`src/rtl/turf_reg_bridge.sv`:
```
// Command-stream to register-bus master: one bus access per command, bounded ack wait, one response per command.
// Optional statistics counters on stat_o are compiled in when TURF_BRIDGE_STATS_EN is defined.
module turf_reg_bridge #(
  parameter int          TIMEOUT  = 255,
  parameter logic [31:0] ERR_DATA = 32'hFFFFFFFF
) (
  input  logic        clk,
  input  logic        rst,
  input  logic        cmd_valid,
  output logic        cmd_ready,
  input  logic        cmd_wr,
  input  logic [27:0] cmd_adr,
  input  logic [31:0] cmd_dat,
  input  logic [7:0]  cmd_tag,
  output logic        rsp_valid,
  input  logic        rsp_ready,
  output logic [31:0] rsp_dat,
  output logic [7:0]  rsp_tag,
  output logic        rsp_err,
  output logic        en_o,
  output logic        wr_o,
  output logic [27:0] adr_o,
  output logic [31:0] dat_o,
  input  logic        ack_i,
  input  logic [31:0] dat_i,
  output logic [31:0] stat_o
);

  typedef enum logic [1:0] {IDLE = 2'd0, ACCESS = 2'd1, RESPOND = 2'd2} state_t;

  // Counter value seen in the last permitted en_o cycle.
  localparam logic [15:0] TO_LAST = 16'(TIMEOUT - 1);

  state_t      state_q, state_d;
  logic        en_q, en_d;
  logic        wr_q, wr_d;
  logic [27:0] adr_q, adr_d;
  logic [31:0] dat_q, dat_d;
  logic [7:0]  tag_q, tag_d;
  logic        rsp_valid_q, rsp_valid_d;
  logic [31:0] rsp_dat_q, rsp_dat_d;
  logic        rsp_err_q, rsp_err_d;
  logic [15:0] cnt_q, cnt_d;

  always_comb begin
    state_d     = state_q;
    en_d        = en_q;
    wr_d        = wr_q;
    adr_d       = adr_q;
    dat_d       = dat_q;
    tag_d       = tag_q;
    rsp_valid_d = rsp_valid_q;
    rsp_dat_d   = rsp_dat_q;
    rsp_err_d   = rsp_err_q;
    cnt_d       = cnt_q;
    case (state_q)
      IDLE: begin
        if (cmd_valid) begin
          en_d    = 1'b1;
          wr_d    = cmd_wr;
          adr_d   = cmd_adr;
          dat_d   = cmd_dat;
          tag_d   = cmd_tag;
          cnt_d   = 16'd0;
          state_d = ACCESS;
        end
      end
      ACCESS: begin
        // An ack in the final permitted cycle still completes normally.
        if (ack_i) begin
          en_d        = 1'b0;
          wr_d        = 1'b0;
          rsp_dat_d   = wr_q ? dat_q : dat_i;
          rsp_err_d   = 1'b0;
          rsp_valid_d = 1'b1;
          state_d     = RESPOND;
        end else if (cnt_q == TO_LAST) begin
          en_d        = 1'b0;
          rsp_dat_d   = ERR_DATA;
          rsp_err_d   = 1'b1;
          rsp_valid_d = 1'b1;
          state_d     = RESPOND;
        end else begin
          cnt_d = cnt_q + 16'd1;
        end
      end
      RESPOND: begin
        if (rsp_ready) begin
          rsp_valid_d = 1'b0;
          state_d     = IDLE;
        end
      end
      default: state_d = IDLE;
    endcase
  end

  always_ff @(posedge clk) begin
    if (rst) begin
      state_q     <= IDLE;
      en_q        <= 1'b0;
      wr_q        <= 1'b0;
      adr_q       <= '0;
      dat_q       <= '0;
      tag_q       <= '0;
      rsp_valid_q <= 1'b0;
      rsp_dat_q   <= '0;
      rsp_err_q   <= 1'b0;
      cnt_q       <= '0;
    end else begin
      state_q     <= state_d;
      en_q        <= en_d;
      wr_q        <= wr_d;
      adr_q       <= adr_d;
      dat_q       <= dat_d;
      tag_q       <= tag_d;
      rsp_valid_q <= rsp_valid_d;
      rsp_dat_q   <= rsp_dat_d;
      rsp_err_q   <= rsp_err_d;
      cnt_q       <= cnt_d;
    end
  end

  // Held low while rst is asserted so no command is taken during reset.
  assign cmd_ready = (state_q == IDLE) && !rst;
  assign rsp_valid = rsp_valid_q;
  assign rsp_dat   = rsp_dat_q;
  assign rsp_tag   = tag_q;
  assign rsp_err   = rsp_err_q;
  assign en_o      = en_q;
  assign wr_o      = wr_q;
  assign adr_o     = adr_q;
  assign dat_o     = dat_q;

`ifdef TURF_BRIDGE_STATS_EN
  logic [15:0] stat_ack_q, stat_ack_d;
  logic [15:0] stat_to_q, stat_to_d;

  always_comb begin
    stat_ack_d = stat_ack_q;
    stat_to_d  = stat_to_q;
    if (state_q == ACCESS && state_d == RESPOND) begin
      if (rsp_err_d) begin
        if (stat_to_q != 16'hFFFF) stat_to_d = stat_to_q + 16'd1;
      end else begin
        if (stat_ack_q != 16'hFFFF) stat_ack_d = stat_ack_q + 16'd1;
      end
    end
  end

  always_ff @(posedge clk) begin
    if (rst) begin
      stat_ack_q <= '0;
      stat_to_q  <= '0;
    end else begin
      stat_ack_q <= stat_ack_d;
      stat_to_q  <= stat_to_d;
    end
  end

  assign stat_o = {stat_to_q, stat_ack_q};
`else
  assign stat_o = 32'h0;
`endif

endmodule

```
`config.mk`:
```
export PLATFORM = sky130hd
export DESIGN_NAME = turf_reg_bridge
export DESIGN_NICKNAME = d
export VERILOG_FILES = /design/src/rtl/turf_reg_bridge.sv
export SDC_FILE = /design/constraint.sdc
export NUM_CORES = 1
export LEC_CHECK = 0
export ABC_AREA = 1
export CORE_UTILIZATION = 42
export CTS_CLUSTER_DIAMETER = 30
export CTS_CLUSTER_SIZE = 16
export DETAILED_ROUTE_END_ITERATION = 8
export GPL_TIMING_DRIVEN = 0
export HOLD_SLACK_MARGIN = 0.05
export PLACE_DENSITY_LB_ADDON = 0.08
export SLEW_MARGIN = 10
export SYNTH_ARGS = -nofsm -noshare
export SYNTH_HDL_FRONTEND = slang
export SYNTH_SLANG_ARGS = --single-unit
```
`constraint.sdc`:
```
create_clock -name clk -period 1.64 [get_ports clk]
set_input_delay 0.164 -clock clk [delete_from_list [all_inputs] [get_ports clk]]
set_output_delay 0.164 -clock clk [all_outputs]
set_load 0.03 [all_outputs]
```
==> impl_metrics.env, run 1 <==
export IMPL_finalSetupViolCount=0
export IMPL_track_usage_pct=26.6
export IMPL_fillers=1118
export IMPL_die_h_um=115
export IMPL_grt_overflow_total=0
export IMPL_drt_iter0_drc=309
export IMPL_drc=0
export IMPL_layout_common_cells="clkdlybuf4s50_1 (164), nor2_1 (162), dfxtp_1 (122), nand2_1 (102), o21ai_0 (97)"
export IMPL_post_drt_via_cell_ratio=4.75
export IMPL_outcome="complete, no violations"
export IMPL_slew_headroom_pct=63.4
export IMPL_r2r_start="cnt_q[1]"
export IMPL_fin_setup_tns_ps=0
export IMPL_syn_inst=755
export IMPL_cp_slowest_stage_delay_ps=700
export IMPL_fin_hold_ws_ps=176
export IMPL_r2r_cells=11
export IMPL_p_comb_share_pct=21.8
export IMPL_drive_above_1_share_pct=11.4
export IMPL_wirelength_um=17200
export IMPL_io_buffers=209
export IMPL_final_core_util_pct=68.0
export IMPL_synth_area_per_cell_sq_um=7.14
export IMPL_max_freq_ghz=0.618
export IMPL_dr_pass1_iters=5
export IMPL_max_cap_violations=0
export IMPL_layout_nets=1123
export IMPL_post_route_min_period_ps=1620
export IMPL_routedWlPerCell_um=14.3
export IMPL_r2r_slack_ps=100
export IMPL_p_leak_nw=4.21
export IMPL_hpwl_um=12500
export IMPL_path_max_fanout=2
export IMPL_die_area_sq_mm=0.0133
export IMPL_intPower_w=0.00683
export IMPL_p_per_area_mw_per_mm2=1120
export IMPL_critical_path_top_delay_family="buffers and inverters"
export IMPL_synth_area_sq_mm=0.00539
export IMPL_worst_endpoint_required_ps=1480
export IMPL_crit_path_start_kind="register"
export IMPL_grt_pass1_wl_um=26800
export IMPL_cts_max_level=4
export IMPL_tightest_slew_ps=549
export IMPL_yosysWarnings=0
export IMPL_cts_tree="built"
export IMPL_area_growth_pct=58.5
export IMPL_crit_type="register to output port"
export IMPL_power_frac_seq_pct=35.1
export IMPL_final_common_cell="clkdlybuf4s50_1"
export IMPL_p_switching_w=0.00272
export IMPL_fp_dieW_um=115
export IMPL_skew_ps=7.19
export IMPL_clockPowerShare_pct=43.1
export IMPL_grt_pass1_vias=5248
export IMPL_p_total_w=0.00955
export IMPL_gp_congestion=0.901
export IMPL_end_kind="output port"
export IMPL_antennaDiodeCount=0
export IMPL_num_rows=41
export IMPL_hold_path_endpoint="rsp_dat[0]"
export IMPL_clk_pin_slew_worst_paths_ps=60
export IMPL_path_buf_inv=1
export IMPL_grt_start_max_net_pins=17
export IMPL_cts_root_buffer="clkbuf_16"
export IMPL_ys_types=28
export IMPL_sw_frac_of_total_pct=28.5
export IMPL_cp_cell_sequence="clkdlybuf4s50_1"
export IMPL_fin_crit_sh_pct=98.7
export IMPL_synth_seq_cells=122
export IMPL_clkSinkCount=122
export IMPL_antenna_found_initial=0
export IMPL_via_count=5694
export IMPL_antenna_left=0
export IMPL_hold_class="input port to register"
export IMPL_vdd_ir_drop_max_mv=0.696
export IMPL_rsz0062_at_grt="false"
export IMPL_crit_arrival_ps=1450
export IMPL_core_area_sq_mm=0.0126
export IMPL_whs_path_depth=4
export IMPL_clockBufferDepth=2
export IMPL_slowest_stage="clkdlybuf4s50_1"
export IMPL_cts_buffers=17
export IMPL_io_pins=243
export IMPL_drv_slew=0
export IMPL_hp_start="rst"
export IMPL_clk_latency_ps=420
export IMPL_hold_violations=0
export IMPL_hold_buffers=0
export IMPL_start_util_pct=42.9
export IMPL_worstReg2RegEnd="cnt_q[12]"
export IMPL_seq_area_frac_synth_pct=45.3
-- metal layers --
metal	part of all wire [%]	global-route usage (%)	up-vias	wire, um
met5	0	0	-	0
met4	2.5	11.0	0	431
met3	9.3	9.80	31	1600
met2	49	45.1	234	8330
met1	40	30.1	2545	6790
li1	-	-	2884	-
-- power groups by stage --
stage	Sequential (W)	Clock, W	Combinational (W)
2_1_floorplan	0.00384	0	0.000767
3_3_place_gp	0.00341	0	0.00209
3_5_place_dp	0.00341	0	0.00210
4_1_cts	0.00335	0.00416	0.00208
5_1_grt	0.00338	0.00430	0.00225
6_report	0.00335	0.00412	0.00208
-- sequential cells by signal, indices dropped and copies added (netlist names) --
register and flops:
rsp_err 1, rsp_valid 1, dat_o 32, rsp_dat 32, state_q 2, cnt_q 16
wr_o 1, adr_o 28, rsp_tag 8, en_o 1
-- how the worst max path moves through the flow --
stage,cells after the start,start,endpoint
after floorplan,6,wr_o,rsp_dat[29]
after global placement,6,cmd_valid,adr_o[24]
after detailed placement,6,cmd_valid,adr_o[24]
after CTS,1,dat_o[17],dat_o[17]
after global routing,1,dat_o[8],dat_o[8]
final,1,rsp_dat[18],rsp_dat[18]
-- layout make-up --
class / count / area (sq um) / area share [%]
Sequential cell: 122 / 2440 / 28.6
Multi-Input combinational cell: 521 / 2380 / 27.9
Timing Repair Buffer: 210 / 2130 / 24.9
Buffer: 74 / 463 / 5.42
Clock buffer: 20 / 457 / 5.34
Inverter: 69 / 262 / 3.06
Tap cell: 172 / 215 / 2.52
Clock inverter: 12 / 195 / 2.28
-- what timing repair did --
action | CTS | global route
gates resized for setup | 24 | 40
buffers inserted | 0 | 1
pin swaps | 0 | 3
hold endpoints to repair | 0 | 0
setup endpoints to repair | 26 | 74
-- synth_stat cells, drive strengths merged --
library cell | count | area share (%)
a21oi | 25 | 2.3
a31oi | 18 | 2.1
buf | 58 | 7.4
clkbuf | 16 | 1.1
clkinv | 2 | 0.14
conb | 1 | 0.070
dfxtp | 122 | 45
ha | 2 | 0.46
inv | 67 | 4.7
nand2 | 113 | 8.5
nand3 | 25 | 2.4
nand4 | 5 | 0.58
nor2 | 166 | 12
nor3 | 4 | 0.37
o211ai | 1 | 0.14
o21ai | 121 | 11
o21bai | 2 | 0.28
o22ai | 6 | 0.70
o31ai | 1 | 0.14
-- cell families after synthesis --
| logic type | Yosys count | share of synthesized area (%) |
|---|---|---|
| AO/OA/AOI/OAI | 174 | 16.9 |
| adder cells (fa/ha/maj) | 2 | 0.464 |
| buffers and inverters | 143 | 13.3 |
| flip-flops | 122 | 45.3 |
| other | 1 | 0.0695 |
| AND/OR/NAND/NOR | 313 | 24.0 |
-- stage by stage --
stage | setup slack [ps] | std cells | cell area (sq um)
4_1_cts | 0.534 | 1199 | 8450
3_3_place_gp | -66.0 | 1167 | 7820
5_1_grt | 0.765 | 1200 | 8550
2_1_floorplan | 234 | 786 | 5510
6_report | 22.1 | 1200 | 8550
3_5_place_dp | -94.4 | 1167 | 7820
No activity file was read; power rests on OpenSTA's default activity.
==> inputs of run 2 (changes only) <==
CTS_CLUSTER_SIZE = 28   (was 16)
==> results of run 2 <==
No change in the layout: final DEF, timing and power equal those of run 1.
==> inputs of run 3 (changes only) <==
CORE_UTILIZATION = 35   (was 42)
SETUP_SLACK_MARGIN = 0.15   (was unset)
==> impl_metrics.env, run 3 (synthesis results as in run 1) <==
export IMPL_p_per_area_mw_per_mm2=1070
export IMPL_crit_path_start_kind="register"
export IMPL_clkSinkCount=122
export IMPL_clockBufferDepth=2
export IMPL_clk_latency_ps=420
export IMPL_fillers=1485
export IMPL_intPower_w=0.00652
export IMPL_rsz0062_at_grt="true"
export IMPL_max_freq_ghz=0.657
export IMPL_io_buffers=209
export IMPL_tightest_slew_ps=582
export IMPL_antennaDiodeCount=0
export IMPL_hpwl_um=13100
export IMPL_hold_path_endpoint="rsp_dat[0]"
export IMPL_grt_overflow_total=0
export IMPL_grt_pass1_vias=5138
export IMPL_fin_area_sq_mm=0.00861
export IMPL_hold_violations=0
export IMPL_grt_pass1_wl_um=27700
export IMPL_cts_buffers=17
export IMPL_crit_arrival_ps=1820
export IMPL_hold_class="input port to register"
export IMPL_fp_dieW_um=126
export IMPL_p_comb_share_pct=22.1
export IMPL_r2r_start="cnt_q[10]"
export IMPL_dr_pass1_iters=5
export IMPL_layout_common_cells="nor2_1 (160), dfxtp_1 (111), clkdlybuf4s50_1 (104), dlygate4sd2_1 (104), o21ai_0 (102)"
export IMPL_drv_slew=0
export IMPL_cts_max_level=4
export IMPL_p_switching_w=0.00271
export IMPL_io_pins=243
export IMPL_end_kind="register"
export IMPL_drc=0
export IMPL_skew_ps=10.2
export IMPL_max_cap_violations=0
export IMPL_sw_frac_of_total_pct=29.3
export IMPL_p_total_w=0.00923
export IMPL_die_area_sq_mm=0.0159
export IMPL_power_frac_seq_pct=36.3
export IMPL_clockPowerShare_pct=41.6
export IMPL_r2r_slack_ps=120
export IMPL_hp_start="rst"
export IMPL_cts_root_buffer="clkbuf_16"
export IMPL_path_max_fanout=5
export IMPL_grt_start_max_net_pins=17
export IMPL_drt_iter0_drc=288
export IMPL_area_growth_pct=59.6
export IMPL_placed_area_sq_mm=0.00784
export IMPL_worstReg2RegEnd="cnt_q[5]"
export IMPL_vdd_ir_drop_max_mv=0.641
export IMPL_antenna_found_initial=0
export IMPL_fin_crit_sh_pct=92.8
export IMPL_final_common_cell="nor2_1"
export IMPL_num_rows=45
export IMPL_finalSetupViolCount=0
export IMPL_clk_pin_slew_worst_paths_ps=50
export IMPL_gp_congestion=0.838
export IMPL_layout_nets=1132
export IMPL_hold_buffers=0
export IMPL_final_core_util_pct=56.8
export IMPL_routedWlPerCell_um=14.8
export IMPL_slew_headroom_pct=61.2
export IMPL_via_count=5625
export IMPL_wirelength_um=18000
export IMPL_core_area_sq_mm=0.0151
export IMPL_drive_above_1_share_pct=15.0
export IMPL_whs_path_depth=4
export IMPL_p_leak_nw=4.24
export IMPL_track_usage_pct=22.7
export IMPL_worst_endpoint_required_ps=1940
export IMPL_regArea_sq_mm=0.00246
export IMPL_post_route_min_period_ps=1520
export IMPL_cts_tree="built"
export IMPL_crit_type="register to register"
export IMPL_die_h_um=126
export IMPL_r2r_cells=9
export IMPL_outcome="complete, no violations"
export IMPL_antenna_left=0
export IMPL_post_drt_via_cell_ratio=4.60
export IMPL_multi_input_area_sq_mm=0.00248
export IMPL_start_util_pct=35.6
run 3: changes by cell type in the layout (fill, tap and decap cells not counted), moves of 5 or more:
cell,delta
clkdlybuf4s50_1,-60
dfxtp_1,-11
dfxtp_2,+10
dlygate4sd2_1,+82
dlymetal6s2s_1,-23
nand2_1,-6
o21ai_0,+5
o21ai_1,-5
run 3: per-layer routing:
layer,wire (um),share of wire [%],up-vias,GRT usage (%)
met4,311,1.7,0,6.38
met3,1470,8.1,21,9.09
li1,-,-,2892,-
met2,8710,48,203,38.6
met1,7550,42,2509,26.3
met5,0,0,-,0
run 3: repair_timing:
item | in CTS | in global routing
pin swaps | 2 | 8
cloned | 0 | 2
buffers inserted | 2 | 6
endpoints found under the setup margin | 180 | 108
resized for setup | 121 | 48
run 3: worst max-delay path, stage by stage (launching register included):
cell and delay (ps):
dfxtp_1 370, nor2_1 130, nand2_1 110, nor2_4 190, nand2_2 90, nand2_4 120
nand2_8 80, buf_8 140, a21oi_1 130, nor2_1 50
run 3: worst max-delay path by stage:
| stage | to | slack, ps | startpoint | depth (start not counted) |
|---|---|---|---|---|
| after global placement | rsp_dat[25] | -90 | ack_i | 7 |
| after floorplan | rsp_dat[29] | 230 | wr_o | 6 |
| final | cnt_q[5] | 120 | cnt_q[10] | 9 |
| after global routing | cnt_q[14] | 70 | cnt_q[10] | 10 |
| after detailed placement | rsp_dat[8] | -100 | ack_i | 6 |
| after CTS | cmd_ready | 60 | state_q[1] | 2 |
run 3: power by group through the flow:
| stage | registers [W] | clock network (W) | logic (W) |
|---|---|---|---|
| 2_1_floorplan | 0.00384 | 0 | 0.000767 |
| 4_1_cts | 0.00335 | 0.00391 | 0.00198 |
| 3_3_place_gp | 0.00341 | 0 | 0.00212 |
| 5_1_grt | 0.00338 | 0.00403 | 0.00221 |
| 3_5_place_dp | 0.00342 | 0 | 0.00211 |
| 6_report | 0.00335 | 0.00384 | 0.00204 |
run 3: final cells by class:
cell class                      count  area share [%]
Clock inverter                      7            1.34
Buffer                             74            5.70
Timing Repair Buffer              219            24.2
Inverter                           69            3.07
Multi-Input combinational cell    521            28.8
Tap cell                          188            2.73
Clock buffer                       23            5.67
Sequential cell                   122            28.6
run 3: metrics by stage:
| step | instances | hold slack [ps] | worst slack (ps) | TNS, ps |
|---|---|---|---|---|
| CTS | 1215 | 132 | 61.4 | 0 |
| global placement | 1183 | 439 | -88.8 | -1360 |
| finish | 1223 | 142 | 118 | 0 |
| detailed placement | 1183 | 440 | -95.0 | -1430 |
| global route | 1223 | 168 | 73.1 | 0 |
| floorplan | 786 | 328 | 234 | 0 |
==> patch, RTL diff (flow settings as in run 2) <==
Add a define of `TURF_BRIDGE_STATS_EN`.
--- a/src/rtl/turf_reg_bridge.sv
+++ b/src/rtl/turf_reg_bridge.sv
@@ -1,4 +1,6 @@
 // Command-stream to register-bus master: one bus access per command, bounded ack wait, one response per command.
 // Optional statistics counters on stat_o are compiled in when TURF_BRIDGE_STATS_EN is defined.
+`define TURF_BRIDGE_STATS_EN
+
 module turf_reg_bridge #(
   parameter int          TIMEOUT  = 255,
Formal check against the unedited RTL: not equivalent (a bounded check fails within 4 cycles, from zero or initial values and one cycle with rst high).
==> patch against run 2 <==
- critical path type unchanged
- worst setup slack improved by 0.00078 ns
- routed wire length increased by 36%
- total power rose by 4.4%
- synthesized area rose by 28%
- cell area rose by 24%
- hold slack improved by 0.14 ns
- sequential cell count grew 32
- sequential power is 22% higher
- global-route usage is 0.84 points higher
==> patch: results (changes against run 2) <==
[critical_path]
cp_top_family = buffers and inverters  ; unchanged
reg2reg_setup_slack_ns = 0.05  ; was 0.10 ns
slowest_stage = clkdlybuf4s50_1  ; unchanged

[yosys]
synthAdderAreaFrac = 0.007263  ; was 0.004639
synth_cell_types = 37  ; was 28
synth_compound_area_frac = 0.1522  ; was 0.1689
synthXorXnorAreaFrac = 0.02415  ; was 0
yosysSeqAreaShare = 0.4474  ; was 0.4528
ys_top_cells_by_area = dfxtp_1 (45%), nor2_1 (11%), nand2_1 (9.8%), o21ai_0 (8.2%), inv_1 (3.9%)  ; was dfxtp_1 (45%), nor2_1 (11%), o21ai_0 (9.6%), nand2_1 (7.2%), buf_4 (5.1%)
synth_commonest_cells = nor2_1 (205), nand2_1 (179), dfxtp_1 (154)  ; was nor2_1 (162), dfxtp_1 (122), nand2_1 (103), o21ai_0 (103), inv_1 (60)
ys.flop_type = dfxtp_1  ; unchanged
syn_avg_cell_area_um2 = 7.096  ; was 7.144 um2
syn_nets = 1081

[place]
dp_hpwl_mm = 16.44  ; was 12.51 mm
postPlaceCellArea_mm2 = 0.009587  ; was 0.007818 mm2
dp_worst_setup_slack_ns = -0.2921  ; was -0.09444 ns
io_buffers = 241  ; was 209
place_congestion = 0.8764  ; was 0.9011
dp.cells = 1428  ; was 1,167

[power]
power_leakage_nw = 5.289  ; was 4.215 nW
p_clk_frac = 0.409  ; was 0.431
switching_share = 0.2828  ; was 0.2849
vdd_drop_max_mv = 0.7654  ; was 0.6960 mV
power_frac_seq = 0.410  ; was 0.351
power_density_mw_per_mm2 = 937.1  ; was 1117 mW/mm2

[route]
wl_met3_mm = 1.980  ; was 1.597 mm
drt_iter0_markers = 535  ; was 309
wl_met1_mm = 9.650  ; was 6.792 mm
wl_mm = 23.27  ; was 17.15 mm
viasPerCell = 5.012  ; was 4.745
wl_met2_mm = 11.14  ; was 8.333 mm

[finish]
syn_to_final_growth_pct = 54.35  ; was 58.48%
final_layout_size_suffix_gt1_frac = 0.1158  ; was 0.1138
fillCellCount = 1430  ; was 1,118
final_cells = 1477  ; was 1,200

[timing]
worst_slack_ns = 0.02287  ; was 0.02209 ns
timing.hold.ws_ns = 0.3164  ; was 0.1757 ns
clock_skew_ns = 0.008826  ; was 0.007194 ns
worstMarginPinSlew_ns = 0.6087  ; was 0.5491 ns

[global_routing]
grt_pass1_wl_mm = 35.42  ; was 26.81 mm
met1_usage = 0.3369  ; was 0.3013
grt_pass1_vias = 6745  ; was 5,248
grt_use_met2 = 0.4409  ; was 0.4507
track_usage = 0.2743  ; was 0.2660
grt_util_met3 = 0.1054  ; was 0.09805

[cts]
cts_buffer_depth = 2  ; unchanged

[run_status]
status = finished clean  ; unchanged

==> patch: area by class of cell <==
type                       count  share of cell area
clock inverter                10             0.01341
tap                          216             0.02541
buffer                        52             0.02553
sequential                   154              0.2932
clock buffer                  21             0.04329
inverter                      79             0.02988
multi-input combinational    687              0.3236
timing repair buffer         258              0.2456
==> patch: timing repair <==
item                                    CTS  global route
buffers inserted                         10             4
pin swaps                                 8            13
gates resized for setup                  95           128
endpoints found under the hold margin     0             0
endpoints found under the setup margin  158           142
cloned                                    1             3
==> patch: worst paths after layout <==
check	start	endpoint	cells past startpoint
worst max register to register	stat_ack_q[0]$_SDFFE_PP0P_	stat_ack_q[3]$_SDFFE_PP0P_	9
worst min register to register	rsp_dat[27]$_SDFFE_PP0P_	rsp_dat[27]$_SDFFE_PP0P_	2
worst max-delay path	rsp_tag[5]$_SDFFE_PP0P_	rsp_tag[5]	1
worst min-delay path	cmd_adr[21]	adr_o[21]$_SDFFE_PP0P_	3
